===== src/rtl/dcc_frame_ctrl.sv =====
// Double-buffered 32x32 detector frame publisher with HPS toggle handshake and a PPS timebase.
// Idle-timeout partial flush is compiled in only when DCC_FRAME_TIMEOUT_EN is defined.
module dcc_frame_ctrl #(
  parameter int TIMEOUT_CYCLES = 5000000
) (
  input  logic          clk_clk,
  input  logic          reset_reset,
  input  logic          evt_valid,
  input  logic [31:0]   evt_data,
  output logic          evt_ready,
  output logic [1023:0] frame_data,
  output logic [5:0]    frame_words,
  output logic          frame_seq,
  input  logic          hps_read_bit,
  input  logic          pps_in,
  output logic [25:0]   time_out,
  output logic [31:0]   pps_count
);
  localparam int NUM_WORDS = 32;
  localparam int VEC_W     = 32;

  typedef enum logic {FILL, WAIT_SWAP} state_t;
  state_t state, state_nxt;

  logic [NUM_WORDS-1:0][VEC_W-1:0] fill_buf, frame_q, frame_nxt;
  logic [5:0] fill_cnt;
  logic       xfer, out_free, swap, flush;

  assign evt_ready  = (state == FILL) && !reset_reset;
  assign xfer       = evt_valid && evt_ready;
  assign out_free   = (hps_read_bit == frame_seq);
  assign frame_data = frame_q;

`ifdef DCC_FRAME_TIMEOUT_EN
  localparam int IW = (TIMEOUT_CYCLES > 1) ? $clog2(TIMEOUT_CYCLES) : 1;
  logic [IW-1:0] idle_cnt;

  // A transfer in the expiry cycle wins: no flush, counter restarts.
  assign flush = (state == FILL) && !xfer && (fill_cnt != 6'd0) &&
                 (idle_cnt == IW'(TIMEOUT_CYCLES - 1));

  always_ff @(posedge clk_clk) begin
    if (reset_reset)                                  idle_cnt <= '0;
    else if (xfer || fill_cnt == 6'd0 || state != FILL) idle_cnt <= '0;
    else                                              idle_cnt <= idle_cnt + 1'b1;
  end
`else
  logic unused_timeout;
  assign unused_timeout = (TIMEOUT_CYCLES != 0);
  assign flush          = 1'b0;
`endif

  always_comb begin
    state_nxt = state;
    swap      = 1'b0;
    case (state)
      FILL:
        if ((xfer && fill_cnt == 6'd31) || flush) state_nxt = WAIT_SWAP;
      WAIT_SWAP:
        if (out_free) begin
          swap      = 1'b1;
          state_nxt = FILL;
        end
      default: state_nxt = FILL;
    endcase
  end

  always_ff @(posedge clk_clk) begin
    if (reset_reset) state <= FILL;
    else             state <= state_nxt;
  end

  // Fill buffer needs no reset: fill_cnt masks anything stale at publish time.
  always_ff @(posedge clk_clk) begin
    if (xfer) fill_buf[fill_cnt[4:0]] <= evt_data;
  end

  always_ff @(posedge clk_clk) begin
    if (reset_reset || swap) fill_cnt <= 6'd0;
    else if (xfer)           fill_cnt <= fill_cnt + 6'd1;
  end

  for (genvar k = 0; k < NUM_WORDS; k++) begin : g_word
    assign frame_nxt[k] = (6'(k) < fill_cnt) ? fill_buf[k] : '0;
  end

  always_ff @(posedge clk_clk) begin
    if (reset_reset) begin
      frame_q     <= '0;
      frame_words <= 6'd0;
      frame_seq   <= 1'b0;
    end else if (swap) begin
      frame_q     <= frame_nxt;
      frame_words <= fill_cnt;
      frame_seq   <= ~frame_seq;
    end
  end

  // PPS: two-flop synchronizer, then a third flop for rising-edge detect.
  logic pps_s1, pps_s2, pps_s3, pps_edge;
  assign pps_edge = pps_s2 && !pps_s3;

  always_ff @(posedge clk_clk) begin
    if (reset_reset) begin
      pps_s1    <= 1'b0;
      pps_s2    <= 1'b0;
      pps_s3    <= 1'b0;
      time_out  <= '0;
      pps_count <= '0;
    end else begin
      pps_s1 <= pps_in;
      pps_s2 <= pps_s1;
      pps_s3 <= pps_s2;
      if (pps_edge) begin
        time_out  <= '0;
        pps_count <= pps_count + 32'd1;
      end else if (time_out != '1) begin
        time_out  <= time_out + 26'd1;
      end
    end
  end
endmodule


===== config.mk =====
export PLATFORM = sky130hd
export DESIGN_NAME = dcc_frame_ctrl
export DESIGN_NICKNAME = d
export VERILOG_FILES = /design/src/rtl/dcc_frame_ctrl.sv
export SDC_FILE = /design/constraint.sdc
export NUM_CORES = 2
export LEC_CHECK = 0
export CORE_AREA = 2 2 514 516
export DETAILED_ROUTE_END_ITERATION = 12
export DIE_AREA = 0 0 516 518
export PLACE_DENSITY_LB_ADDON = 0.25
export SLEW_MARGIN = 20
export SYNTH_ARGS = -nofsm -noshare
export SYNTH_HDL_FRONTEND = slang
export SYNTH_SLANG_ARGS = --single-unit

===== constraint.sdc =====
create_clock -name clk_clk -period 3.3 [get_ports clk_clk]
set_input_delay 0.495 -clock clk_clk [delete_from_list [all_inputs] [get_ports clk_clk]]
set_output_delay 0.495 -clock clk_clk [all_outputs]
set_load 0.05 [all_outputs]

Word level (Yosys, flattened, before mapping):

Cells that the tools add are included.

* divide/modulo/power cells: 0
* reductions and logical operators: 9
* $mul: 0
* bitwise operators: 2
* $add $sub $neg: 3
* magnitude comparators: 34
* shifts and indexed selects: 0
* equal/unequal tests: 3
* muxes and demuxes: 40

Operators with widths (count)
* two-way mux 32 bit: 33
* bitwise mux 1024 bit: 1
* demux 32 bit (select 5 bit): 1
* < comparator 5 x 6 -> 1 bit (first input constant): 16
* < comparator 4 x 6 -> 1 bit (first input constant): 8
* adder 32 x 1 -> 32 bit (second input constant): 1
* adder 26 x 1 -> 26 bit (second input constant): 1
* inequality test 26 bit (second input constant): 1
* < comparator 3 x 6 -> 1 bit (first input constant): 4
* < comparator 1 x 6 -> 1 bit (first input constant): 2
* < comparator 2 x 6 -> 1 bit (first input constant): 2
* adder 6 x 1 -> 6 bit (second input constant): 1
* == test 6 x 5 -> 1 bit (second input constant): 1
* < comparator 5 x 6 -> 1 bit (second input constant): 1
* greater-or-equal comparator 5 x 1 -> 1 bit (second input constant): 1
* logical AND 1 bit: 5
* two-way mux 1 bit: 4
* zero test 1 bit: 2
* NOT 1 bit: 2
* case mux 1 bit (2 select lines): 1
* OR reduction 2 bit: 1
* == test 1 bit: 1
* logical OR 1 bit: 1

* output and inout port bits: 1090
* bits in writable memories: 0
* register bits after elaboration: 2123
* latch bits: 0
* memories kept: 0
* word-level logic and storage cells: 164
* ROM bits: 0
* bits of input ports: 37

Longest topological paths before layout:

* depth after elaboration: 6
* depth in mapped cells: 8
* mapped depth without buffers: 6

Worst setup path after synthesis:

OpenSTA, ideal clock, no wires.

* kind: input port to flip-flop
* from: input port reset_reset
* to: register fill_buf[480] (netlist name), enable pin
* buffers on the path: 1
* library setup time: 0.422 ns
* stages on the path: 4
* path slack: 0.078 ns
* data required time: 2.878 ns
* data arrival time: 2.799 ns
* cells stage by stage: clkbuf_1 -> nor3b_2 -> nand2_1 -> nor2_1

* cells in the longest elaborated chain, start to end: 3

RTL lines
* from (decl): line 7 `input logic reset_reset,`
* zero test 1 bit: line 29 `assign evt_ready = (state == FILL) && !reset_reset;`
* logical AND 1 bit: line 29
* logical AND 1 bit: line 30 `assign xfer = evt_valid && evt_ready;`
* to (signal, indexed assignment): line 75 `if (xfer) fill_buf[fill_cnt[4:0]] <= evt_data;`
* to (decl): line 25 `logic [NUM_WORDS-1:0][VEC_W-1:0] fill_buf, frame_q, frame_nxt;`

Every way passes these cells.
A chain may end at the register's enable or synchronous reset.

Worst setup path in the final report:

* from: register state
* to: output port evt_ready

* cells in the longest elaborated chain, start to end: 2

RTL lines
* from (decl): line 23 `state_t state, state_nxt;`
* from (signal assigned): line 70 `else state <= state_nxt;`
* NOT 1 bit
* logical AND 1 bit: line 29
* to (decl): line 10 `output logic evt_ready,`

Every way passes these cells.

==> out/results.txt <==
Die W: 516 microns
Share of flip-flops with an asynchronous set or reset: 0%
Worst Skew: 0.05528 ns
Int Pwr: 42.22 mW
Register area: 52750 sq um
Total CTS buffers: 220
Crit-path slowest cell: clkdlybuf4s50_1
Reg2Reg Depth: 7
Largest cells by area after synthesis: edfxtp_1 47%, dfxtp_1 34%, a22o_1 14%, clkbuf_1 1.3%, a21oi_1 0.48%
Slew Viols, Final: 0
Period utilisation layout: 92.66%
First-pass GRT wire length: 345000 microns
Worst VDD drop: 0.0004909 V
Vias: 40000
Setup crit end kind: output port
Routability cong.: 0.8162
Leading area contributor after synthesis: edfxtp_1
R2r startpoint: fill_cnt[1]
Startpoint Class: register
Max cap viols: 0
Drt pass-1 iters: 5
Largest net degree at the start of global routing: 119
Post-DR vias/cell: 4.558
Setup slack at placement: 0.4069 ns
Share of the synthesized area in the top cell type: 47.13%
Number of DRC markers in iteration 0: 3581
TritonCTS clock tree: built
Worst Tran Pin Value: 1.104 ns
HP Class: input pin to register
Distinct cells, synth: 51
Sink Count: 2123
Slew headroom: 26.43%
Switch Pwr: 11.77 mW
Most frequent cells in the layout: 1097 x dfxtp_1, 1093 x clkdlybuf4s50_1, 1027 x a22o_1
Yosys reg bits: 2123
Core area: 261600 sq um
Hold_sp: evt_data[5]
Crit path max fanout: 4
Share of post-route cells with drive strength above 1: 11.19%
Multi-input combinational cell area: 12060 sq um
Crit path cell chain: nor2_1, clkdlybuf4s50_1
Top_reg_cell synth: dfxtp_1
PortBufs: 1126
Vias in the first global route: 38780
Hold path depth: 1
Run status: finished clean
DRC viols: 0
Combinational share of power: 2.1%
Final hold violations: 0
Synthesized area: 65250 sq um
R2R Path End: frame_data[526]
Clock Latency Late Sink: 0.86 ns
Clock Pin Slew Worst Setup and Hold Paths: 0.06 ns
Sequential share of power: 51.2%
Clock root buffer: clkbuf_16
Starting Density: 24.94%
Mapped Avg Cell Area: 17.04 sq um
Crit path time final: 3.058 ns
Final wirelength: 258100 microns
Most common cell after layout, fill and taps aside: dfxtp_1
Congestion Overflow GR: 0
Static leakage: 30.40 nW
Sw Share: 21.81%
Post-detail-place hpwl: 158900 microns
Largest stage delay on the critical path: 0.88 ns
H-tree levels: 4
Fillers: 25130
Antenna-violating nets left: 0
WL per Instance: 29.40 microns
Post-CTS Setup Bufs: 0
Post-synth EDFFs: 1024
Die ar.: 267300 sq um
Setup-failing EPs final: 0
Clk network pwr share: 46.7%
Worst path required time: 2.80 ns
Final TNS setup: 0 ns
Max Buffers Root-to-Sink: 3
Post-cts gate resize count: 0
Die H: 518 microns
Reg2reg setup slack: 0.40 ns
Crit Path Class: register to output port
Synth warnings: 0
Initial antenna violation count: 44
Worst EP arrival: 2.56 ns
Hold path endpoint: fill_buf[933]
Total GRT Usage: 18.64%
# nets final: 5103
Post-synthesis instance total: 3829
Final setup margin: 0.2423 ns
Std-Cell Rows: 188
Sequential cell area fraction in the yosys report: 80.85%
RSZ-0062 raised after global routing: no
Area Growth Syn to Fin: 37.61%
Io pins: 1127
Hold buffer count at CTS: 0
Fmax: 0.3270 GHz
Syn Nets: 3873
PD cells: 601.3 nW/um^2
==> metrics by stage <==
stage | util [%] | power [mW] | hold slack, ns | cells | area, sq um
4_1_cts | 34.32 | 54.68 | 0.04975 | 8770 | 89770
3_5_place_dp | 31.48 | 29.38 | 0.4313 | 8352 | 82340
2_1_floorplan | - | 28.44 | 0.4138 | 3829 | 65250
3_3_place_gp | 31.48 | 29.38 | 0.4347 | 8352 | 82330
5_1_grt | 34.32 | 55.64 | 0.06759 | 8773 | 89780
6_report | 34.33 | 53.99 | 0.1225 | 8777 | 89790
==> layer usage <==
metal	track usage, %	wire, microns
met1	23.48	104600
met2	30.18	121200
met3	6.687	26750
met4	4.682	5587
met5	0	0
==> power groups by stage <==
| stage | Combinational (mW) | Clock [mW] | Sequential (mW) |
|---|---|---|---|
| 2_1_floorplan | 0.226 | 0 | 28.2 |
| 3_3_place_gp | 1.18 | 0 | 28.2 |
| 3_5_place_dp | 1.18 | 0 | 28.2 |
| 4_1_cts | 1.18 | 25.9 | 27.6 |
| 5_1_grt | 1.18 | 26.8 | 27.6 |
| 6_report | 1.12 | 25.2 | 27.6 |
==> worst max path at each step <==
stage,startpoint,endpoint,slack [ns],cells past startpoint
after CTS,state,evt_ready,0.001,2
after floorplan,reset_reset,fill_buf[480],0.08,4
after global routing,state,evt_ready,0.08,2
after global placement,fill_cnt[1],frame_data[525],0.42,7
after detailed placement,fill_cnt[1],frame_data[537],0.41,7
final,state,evt_ready,0.24,2
==> layout make-up <==
type                       instances  share of cell area, %
inverter                          13                0.05435
clock buffer                     330                  7.107
multi-input combinational       1442                  13.44
sequential                      2123                  58.75
tap                             3515                  4.898
clock inverter                    88                  1.175
timing repair buffer            1259                  14.56
antenna                            7                0.01951
==> Yosys cell counts, drive strengths merged, types with 3 or more instances <==
| master | instances |
|---|---|
| dfxtp | 1099 |
| a22o | 1027 |
| edfxtp | 1024 |
| clkbuf | 225 |
| nor2 | 69 |
| a21oi | 63 |
| nand2 | 47 |
| or4 | 29 |
| buf | 26 |
| o31ai | 24 |
| nand4 | 21 |
| nand3 | 20 |
| o21ai | 18 |
| or3 | 14 |
| inv | 13 |
| xor2 | 9 |
| xnor2 | 8 |
| ha | 7 |
| mux2i | 7 |
| nor4 | 7 |
| and3 | 6 |
| and4 | 6 |
| nor2b | 6 |
| a2111o | 5 |
| nor3 | 5 |
| a211oi | 4 |
| a21o | 4 |
| nand3b | 4 |
| o21a | 4 |
| or2 | 4 |
| o211ai | 3 |
| o22ai | 3 |
| o31a | 3 |
==> logic make-up after synthesis <==
| logic type | Yosys count | share of synthesized area, % |
|---|---|---|
| AO/OA/AOI/OAI | 1166 | 15.11 |
| XOR/XNOR | 17 | 0.2282 |
| adder cells (fa/ha/maj) | 7 | 0.1342 |
| buffers and inverters | 264 | 1.548 |
| flip-flops | 2123 | 80.85 |
| multiplexers | 7 | 0.1074 |
| AND/OR/NAND/NOR | 245 | 2.027 |
==> critical path, delay by kind of cell (launching register included) <==
| family | cells | cell delay, ns |
|---|---|---|
| buffers and inverters | 1 | 0.88 |
| DFF | 1 | 0.45 |
| and+or+nand+nor | 1 | 0.38 |
==> sequential cells by signal, indices dropped and copies added, names as in the netlist <==
register     count
frame_seq        1
state            1
frame_words      6
frame_data    1024
pps_s2           1
pps_s1           1
pps_s3           1
fill_cnt         6
pps_count       32
fill_buf      1024
time_out        26
(Power assumes the default switching activity.)
